`src/rtl/fpu_arbiter.sv`:
```
// Round-robin arbiter sharing one FPU between NUM_REQ requesters.
// Each requester sees a private op/operand/exec/done handshake; operations are serialised onto the FPU.
module fpu_arbiter #(
    parameter int NUM_REQ = 3
) (
    input  logic                       clk,
    input  logic                       reset_i,
    input  logic [NUM_REQ-1:0][3:0]    req_op_i,
    input  logic [NUM_REQ-1:0][31:0]   req_a_value_i,
    input  logic [NUM_REQ-1:0][31:0]   req_b_value_i,
    input  logic [NUM_REQ-1:0]         req_exec_strobe_i,
    output logic [31:0]                req_z_value_o,
    output logic [NUM_REQ-1:0]         req_done_strobe_o,
    output logic [3:0]                 fpu_op_o,
    output logic [31:0]                fpu_a_value_o,
    output logic [31:0]                fpu_b_value_o,
    output logic                       fpu_exec_strobe_o,
    input  logic [31:0]                fpu_z_value_i,
    input  logic                       fpu_done_strobe_i,
    output logic                       busy_o,
    output logic [NUM_REQ-1:0]         overrun_o
);

    localparam int IDX_W = (NUM_REQ > 1) ? $clog2(NUM_REQ) : 1;

    typedef enum logic {
        S_IDLE = 1'b0,
        S_WAIT = 1'b1
    } state_t;

    // Handshake: exec and done are single-cycle strobes with no back-pressure; a requester
    // may strobe again from the cycle after its done pulse, earlier strobes are flagged as overrun.
    state_t                      state_q, state_d;
    logic [NUM_REQ-1:0]          pend_q;
    logic [NUM_REQ-1:0][3:0]     slot_op_q;
    logic [NUM_REQ-1:0][31:0]    slot_a_q;
    logic [NUM_REQ-1:0][31:0]    slot_b_q;
    logic [IDX_W-1:0]            owner_q;
    logic [IDX_W-1:0]            last_grant_q;
    logic [IDX_W-1:0]            win_idx;
    logic [IDX_W-1:0]            cand;
    logic                        win_found;
    logic                        issue;
    logic                        finish;
    logic [NUM_REQ-1:0]          in_flight;
    logic [NUM_REQ-1:0]          capture;

    assign busy_o = (state_q == S_WAIT);

    always_comb begin
        in_flight = '0;
        capture   = '0;
        for (int i = 0; i < NUM_REQ; i++) begin
            in_flight[i] = (state_q == S_WAIT) && (owner_q == IDX_W'(i));
            capture[i]   = req_exec_strobe_i[i] && !pend_q[i] && !in_flight[i];
        end
    end

    // Search starts just past the last served slot, so that slot is considered last.
    always_comb begin
        win_found = 1'b0;
        win_idx   = '0;
        cand      = '0;
        for (int k = 1; k <= NUM_REQ; k++) begin
            cand = IDX_W'((int'(last_grant_q) + k) % NUM_REQ);
            if (!win_found && pend_q[cand]) begin
                win_found = 1'b1;
                win_idx   = cand;
            end
        end
    end

    always_comb begin
        state_d = state_q;
        issue   = 1'b0;
        finish  = 1'b0;
        case (state_q)
            S_IDLE: begin
                if (win_found) begin
                    issue   = 1'b1;
                    state_d = S_WAIT;
                end
            end
            S_WAIT: begin
                if (fpu_done_strobe_i) begin
                    finish  = 1'b1;
                    state_d = S_IDLE;
                end
            end
            default: state_d = S_IDLE;
        endcase
    end

    always_ff @(posedge clk or posedge reset_i) begin
        if (reset_i) begin
            state_q <= S_IDLE;
        end else begin
            state_q <= state_d;
        end
    end

    always_ff @(posedge clk or posedge reset_i) begin
        if (reset_i) begin
            pend_q            <= '0;
            slot_op_q         <= '0;
            slot_a_q          <= '0;
            slot_b_q          <= '0;
            owner_q           <= '0;
            last_grant_q      <= IDX_W'(NUM_REQ - 1);
            fpu_op_o          <= '0;
            fpu_a_value_o     <= '0;
            fpu_b_value_o     <= '0;
            fpu_exec_strobe_o <= 1'b0;
            req_z_value_o     <= '0;
            req_done_strobe_o <= '0;
            overrun_o         <= '0;
        end else begin
            fpu_exec_strobe_o <= issue;
            req_done_strobe_o <= '0;
            for (int i = 0; i < NUM_REQ; i++) begin
                if (capture[i]) begin
                    pend_q[i]    <= 1'b1;
                    slot_op_q[i] <= req_op_i[i];
                    slot_a_q[i]  <= req_a_value_i[i];
                    slot_b_q[i]  <= req_b_value_i[i];
                end else if (req_exec_strobe_i[i]) begin
                    overrun_o[i] <= 1'b1;
                end
            end
            // A captured slot is never the issuing one: capture needs pend clear, issue needs it set.
            if (issue) begin
                pend_q[win_idx] <= 1'b0;
                fpu_op_o        <= slot_op_q[win_idx];
                fpu_a_value_o   <= slot_a_q[win_idx];
                fpu_b_value_o   <= slot_b_q[win_idx];
                owner_q         <= win_idx;
            end
            if (finish) begin
                req_z_value_o              <= fpu_z_value_i;
                req_done_strobe_o[owner_q] <= 1'b1;
                last_grant_q               <= owner_q;
            end
        end
    end

endmodule

```
`config.mk`:
```
export PLATFORM = sky130hd
export DESIGN_NAME = fpu_arbiter
export DESIGN_NICKNAME = d
export VERILOG_FILES = /design/src/rtl/fpu_arbiter.sv
export SDC_FILE = /design/constraint.sdc
export NUM_CORES = 1
export LEC_CHECK = 0
export CORE_MARGIN = 3
export CORE_UTILIZATION = 51
export CTS_BUF_LIST = sky130_fd_sc_hd__clkbuf_4
export CTS_CLUSTER_DIAMETER = 200
export CTS_CLUSTER_SIZE = 30
export DETAILED_ROUTE_END_ITERATION = 8
export MAX_ROUTING_LAYER = met4
export PLACE_DENSITY = 0.92
export SLEW_MARGIN = 20
export SYNTH_ARGS = -nofsm -noshare
export SYNTH_HDL_FRONTEND = slang
export SYNTH_SLANG_ARGS = --single-unit
```
`constraint.sdc`:
```
create_clock -name clk -period 14.2 [get_ports clk]
set_input_delay 2.13 -clock clk [delete_from_list [all_inputs] [get_ports clk]]
set_output_delay 2.13 -clock clk [all_outputs]
set_load 0.01 [all_outputs]
```
Yosys cells after proc, flatten, opt, wreduce, memory -nomap -nowiden:

Index checks and enable logic that the tools add are counted.

* flip-flop bits (word level): 319
* input bits: 242
* output and inout bits: 108
* logic and storage cells: 101

* $add $sub $neg: 3
* divide/modulo/power cells: 3
* order comparisons: 7
* equality and inequality tests: 2
* multiplexer cells: 33
* bitwise gates (word level): 6
* reductions and logical operators: 25

Operators by type and width (count)
* 32-bit binary-select mux with 2-bit select: 2
* 32-bit by 3-bit remainder unit with 32-bit output (second input constant): 3
* 32-bit 2-to-1 mux: 2
* 1-bit 2-to-1 mux: 16
* 2-bit by 3-bit less-than comparator with 1-bit output (second input constant): 5
* 1-bit logical AND: 13
* 4-bit binary-select mux with 2-bit select: 1
* 1-bit zero test: 8
* 2-bit by 2-bit adder with 3-bit output (second input constant): 2
* 1-bit binary-select mux with 2-bit select: 3
* 2-bit 2-to-1 mux: 3
* 3-bit 2-to-1 mux: 2
* 2-bit AND reduction: 3
* 1-bit demux with 2-bit select: 2
* 2-bit by 1-bit greater-or-equal comparator with 1-bit output (second input constant): 2
* 4-bit 2-to-1 mux: 1
* 1-bit NOT: 4
* 2-bit by 1-bit adder with 3-bit output (second input constant): 1
* 3-bit AND: 1
* 3-bit NOT: 1
* 2-bit by 1-bit equality test with 1-bit output (second input constant): 1
* 2-bit equality test (second input constant): 1
* 2-bit zero test: 1
* 1-bit one-hot mux with 2 select lines: 1

Depth between registers and ports, before layout:

* depth after elaboration: 18
* depth in mapped cells: 12
* depth with buffers taken out: 9

Worst setup path before layout:

No wires, ideal clock.

* kind: input-to-reg
* start point: input port fpu_done_strobe_i
* end point: register req_z_value_o[10]
* setup time: 125 ps
* arrival time: 3242 ps
* required time: 14075 ps
* slack: 10833 ps
* cell stages on the path: 4
* buffers on the path: 2
* cells stage by stage: nand2_1 > clkbuf_1 > clkbuf_1 > mux2_2

* word-level cells in the longest chain between the ends: 2

Ends and longest elaborated chain
* start: declaration: RTL line 19 `input logic fpu_done_strobe_i,`
* 1-bit 2-to-1 mux: RTL line 85 `if (fpu_done_strobe_i) begin`
* 1-bit 2-to-1 mux: RTL line 77 `case (state_q)`
* end signal: assignment: RTL line 139 `req_z_value_o <= fpu_z_value_i;`
* end: declaration: RTL line 12 `output logic [31:0] req_z_value_o,`

Every way passes these cells.
A chain may end at the register's enable or synchronous reset.

Worst setup path after layout:

* start point: register state_q, in the netlist busy_o
* end point: output port busy_o

RTL lines
* start: declaration: RTL line 33 `state_t state_q, state_d;`
* start signal: assignment: RTL line 98 `state_q <= state_d;`
* end: declaration: RTL line 20 `output logic busy_o,`

No word-level cell between the ends.

==> run_results.csv <==
group,metric,value,unit
cells_and_area,design_area,17400,um2
clock_tree,cts_num_sinks,319,
synth,syn-cell-area,13630,um2
worst_setup_path,crit_family,"buffers and inverters",
grt,overflow,0,
timing,fin_worst_skew,0.04173,ns
timing,finalHoldViolCount,0,
placement,place_area,17250,um2
drt,num_vias,9167,
cells_and_area,regArea,7984,um2
timing,fmax,0.2485,GHz
drt,viasPerCell,5.676,
synth,syn_nets,1210,
clock_tree,clk_pin_slew,0.28,ns
clock_tree,numCtsBuffers,14,
floorplan,row_count,59,
clock_tree,htreeDepth,1,
drt,drt_iter0_markers,711,
synth,ys.flop_type,"dfrtp_1",
clock_tree,worstSkewPairLatency,0.70,ns
cells_and_area,area_growth,27.66,%
timing,period_share,28.34,%
cells_and_area,fin_cells,1615,
clock_tree,clockRootBuffer,"clkbuf_4",
power_and_ir_drop,p_comb_share,50.4,%
floorplan,pin_count,350,
placement,dpl_worst_slack,9.844,ns
timing,fin_tns_setup,0,ns
worst_setup_path,cp_max_fo,6,
worst_setup_path,crit_path_end_kind,"output pin",
job,maxCapViolations,0,
timing,maxSlewViolCount,0,
worst_setup_path,worstPathCellList,"clkdlybuf4s50_1",
timing,setup_viol,0,
timing,worst_slack,10.18,ns
floorplan,core_area,26130,um2
timing,worst_slew_pin_slew,1.059,ns
floorplan,dieWidth,169.5,um
drt,ant_nets,0,
drt,routedWlPerCell,22.42,um
drt,routed_wl,36210,um
cells_and_area,multi_input_area,5213,um2
grt,grt_usage,25.61,%
grt,grt_pass1_wl,55730,um
cells_and_area,utilization,66.59,%
floorplan,die-area,28720,um2
drt,first_pass_iters,5,
power_and_ir_drop,switching_share,38.39,%
clock_tree,cts_tree,"yes",
worst_setup_path,path_class,"register to output pin",
grt,antenna_found_initial,1,
synth,seq_area_frac_synth,58.57,%
drt,routed.top_layer,"met4",
worst_setup_path,critPathBufInv,1,
grt,grt_pass1_vias,10290,
synth,synth_top_area_cell,"dfrtp_1",
timing,rsz0062_at_grt,"false",
power_and_ir_drop,p_int,2378,uW
placement,gp_congestion,0.8155,
cells_and_area,drive_gt1_share,26.19,%
placement,hpwl,24960,um
power_and_ir_drop,clkPwrFrac,8.3,%
cells_and_area,fillers,1857,
power_and_ir_drop,p_per_area,221.9,nW/um2
floorplan,die_h,169.5,um
worst_setup_path,required,12.07,ns
synth,syn_inst,964,
placement,port_buffers,349,
power_and_ir_drop,vdd_ir_drop_max,0.1999,mV
synth,synth-seq-cells,319,
drt,drt-met1-wl,14240,um
grt,grt_max_degree,183,
synth,synthTopCellsByArea,"dfrtp_1 58%, mux2_2 20%, mux2i_1 5.2%",
worst_setup_path,critical-path-slowest-cell,"clkdlybuf4s50_1",
timing,period_needed,4.024,ns
worst_setup_path,crit_path_start_kind,"register",
clock_tree,cts_hold_buf,0,
hold_path,hp-class,"register to register",
run_status,status,"completed",
synth,yosysTopAreaCellShare,58.38,%
placement,dp_cells,1595,
clock_tree,cts_resized,0,
power_and_ir_drop,p_leak,0.007469,uW
drt,dr_wl_met2,18830,um
worst_setup_path,critical-path-max-stage-delay,0.61,ns
drt,drc,0,
power_and_ir_drop,p_switching,1482,uW
floorplan,initial_utilization,52.16,%
power_and_ir_drop,power.share.sequential,41.4,%
synth,syn-mean-instance-area,14.14,um2
synth,synth.distinct_cells,42,
worst_setup_path,cp.arrival,1.89,ns
synth,yosys_warnings,0,
synth,synthArstFlopShare,100.0,%
cells_and_area,fin_nets,1522,
clock_tree,clockBufferDepth,3,
timing,max_slew_margin,29.41,%
clock_tree,post_cts_buffers,0,
drt,route.met3.wl,2316,um
synth,synth_edf_count,0,
==> sequential cells by signal, indices dropped and copies added (netlist names) <==
| register | cells |
|---|---|
| pend_q | 3 |
| slot_op_q | 12 |
| fpu_b_value_o | 32 |
| busy_o | 1 |
| fpu_exec_strobe_o | 1 |
| owner_q | 2 |
| req_z_value_o | 32 |
| slot_b_q | 96 |
| last_grant_q | 2 |
| req_done_strobe_o | 3 |
| overrun_o | 3 |
| slot_a_q | 96 |
| fpu_a_value_o | 32 |
| fpu_op_o | 4 |
==> stage by stage <==
step           power (uW)  hold WS [ns]
2_1_floorplan        2965        0.4787
3_3_place_gp         3474        0.4393
3_5_place_dp         3575        0.4543
4_1_cts              3892        0.5130
5_1_grt              4102        0.5353
6_report             3861        0.5130
==> final timing paths <==
kind	from	end	slack, ns	cells past startpoint
max	busy_o$_DFF_PP0_	busy_o	10.18	1
min	overrun_o[1]$_DFFE_PP0P_	overrun_o[1]$_DFFE_PP0P_	0.51	1
max reg2reg	last_grant_q[0]$_DFFE_PP0P_	fpu_op_o[1]$_DFFE_PP0P_	10.26	10
min reg2reg	overrun_o[1]$_DFFE_PP0P_	overrun_o[1]$_DFFE_PP0P_	0.51	1
max in group asynchronous	reset_i	slot_a_q[83]$_DFFE_PP0P_	10.67	3
min in group asynchronous	reset_i	slot_a_q[21]$_DFFE_PP0P_	1.95	2
==> cells in the mapped netlist, drive strengths merged (6+ instances only) <==
| cell | count |
|---|---|
| dfrtp | 318 |
| mux2 | 238 |
| mux2i | 71 |
| nand2 | 59 |
| nand3 | 54 |
| o211ai | 54 |
| buf | 45 |
| nor2 | 20 |
| clkbuf | 19 |
| nor3 | 18 |
| a211oi | 16 |
| inv | 8 |
| o21ai | 8 |
| nand3b | 6 |
==> kinds of logic after synthesis <==
family / Yosys count / synth area share (%)
AND/OR/NAND/NOR: 165 / 5.645
adder cells (fa/ha/maj): 4 / 0.3672
AO/OA/AOI/OAI: 95 / 7.178
flip-flops: 319 / 58.57
buffers and inverters: 72 / 3.360
multiplexers: 309 / 24.88
==> per-layer routing <==
| layer | up-vias | track usage [%] |
|---|---|---|
| met5 | - | - |
| met1 | 4711 | 30.35 |
| met4 | 0 | 6.294 |
| met3 | 54 | 5.171 |
| li1 | 4051 | - |
| met2 | 351 | 45.14 |
==> power by group through the flow <==
stage,sequential [uW],combinational [uW],clock [uW]
CTS,1590,1960,332
finish,1600,1940,319
global placement,1590,1890,0
global route,1650,2100,361
detailed placement,1620,1960,0
floorplan,1590,1370,0
==> cell usage in the layout (no fill, tap or decap), types with 4 or more instances in the layout <==
cell type        count
ha_1                 4
buf_4               10
clkbuf_4            18
o211ai_1             4
nand3_1             53
inv_1                6
clkdlybuf4s50_1    349
o21ai_0              5
nand3b_1             6
mux2_2             238
mux2i_1             71
a211oi_1            10
o211ai_2            50
nor2_1              18
nor3_1              18
nand2_1             58
a21o_1               4
a211oi_2             6
dfrtp_1            318
==> layout make-up <==
cell class,count,share of cell area (%)
Inverter,8,0.2445
Sequential cell,319,45.88
Clock inverter,1,0.09348
Multi-Input combinational cell,573,29.96
Antenna cell,1,0.01438
Timing Repair Buffer,360,20.62
Tap cell,335,2.409
Clock buffer,18,0.7766
(Power assumes the default switching activity.)
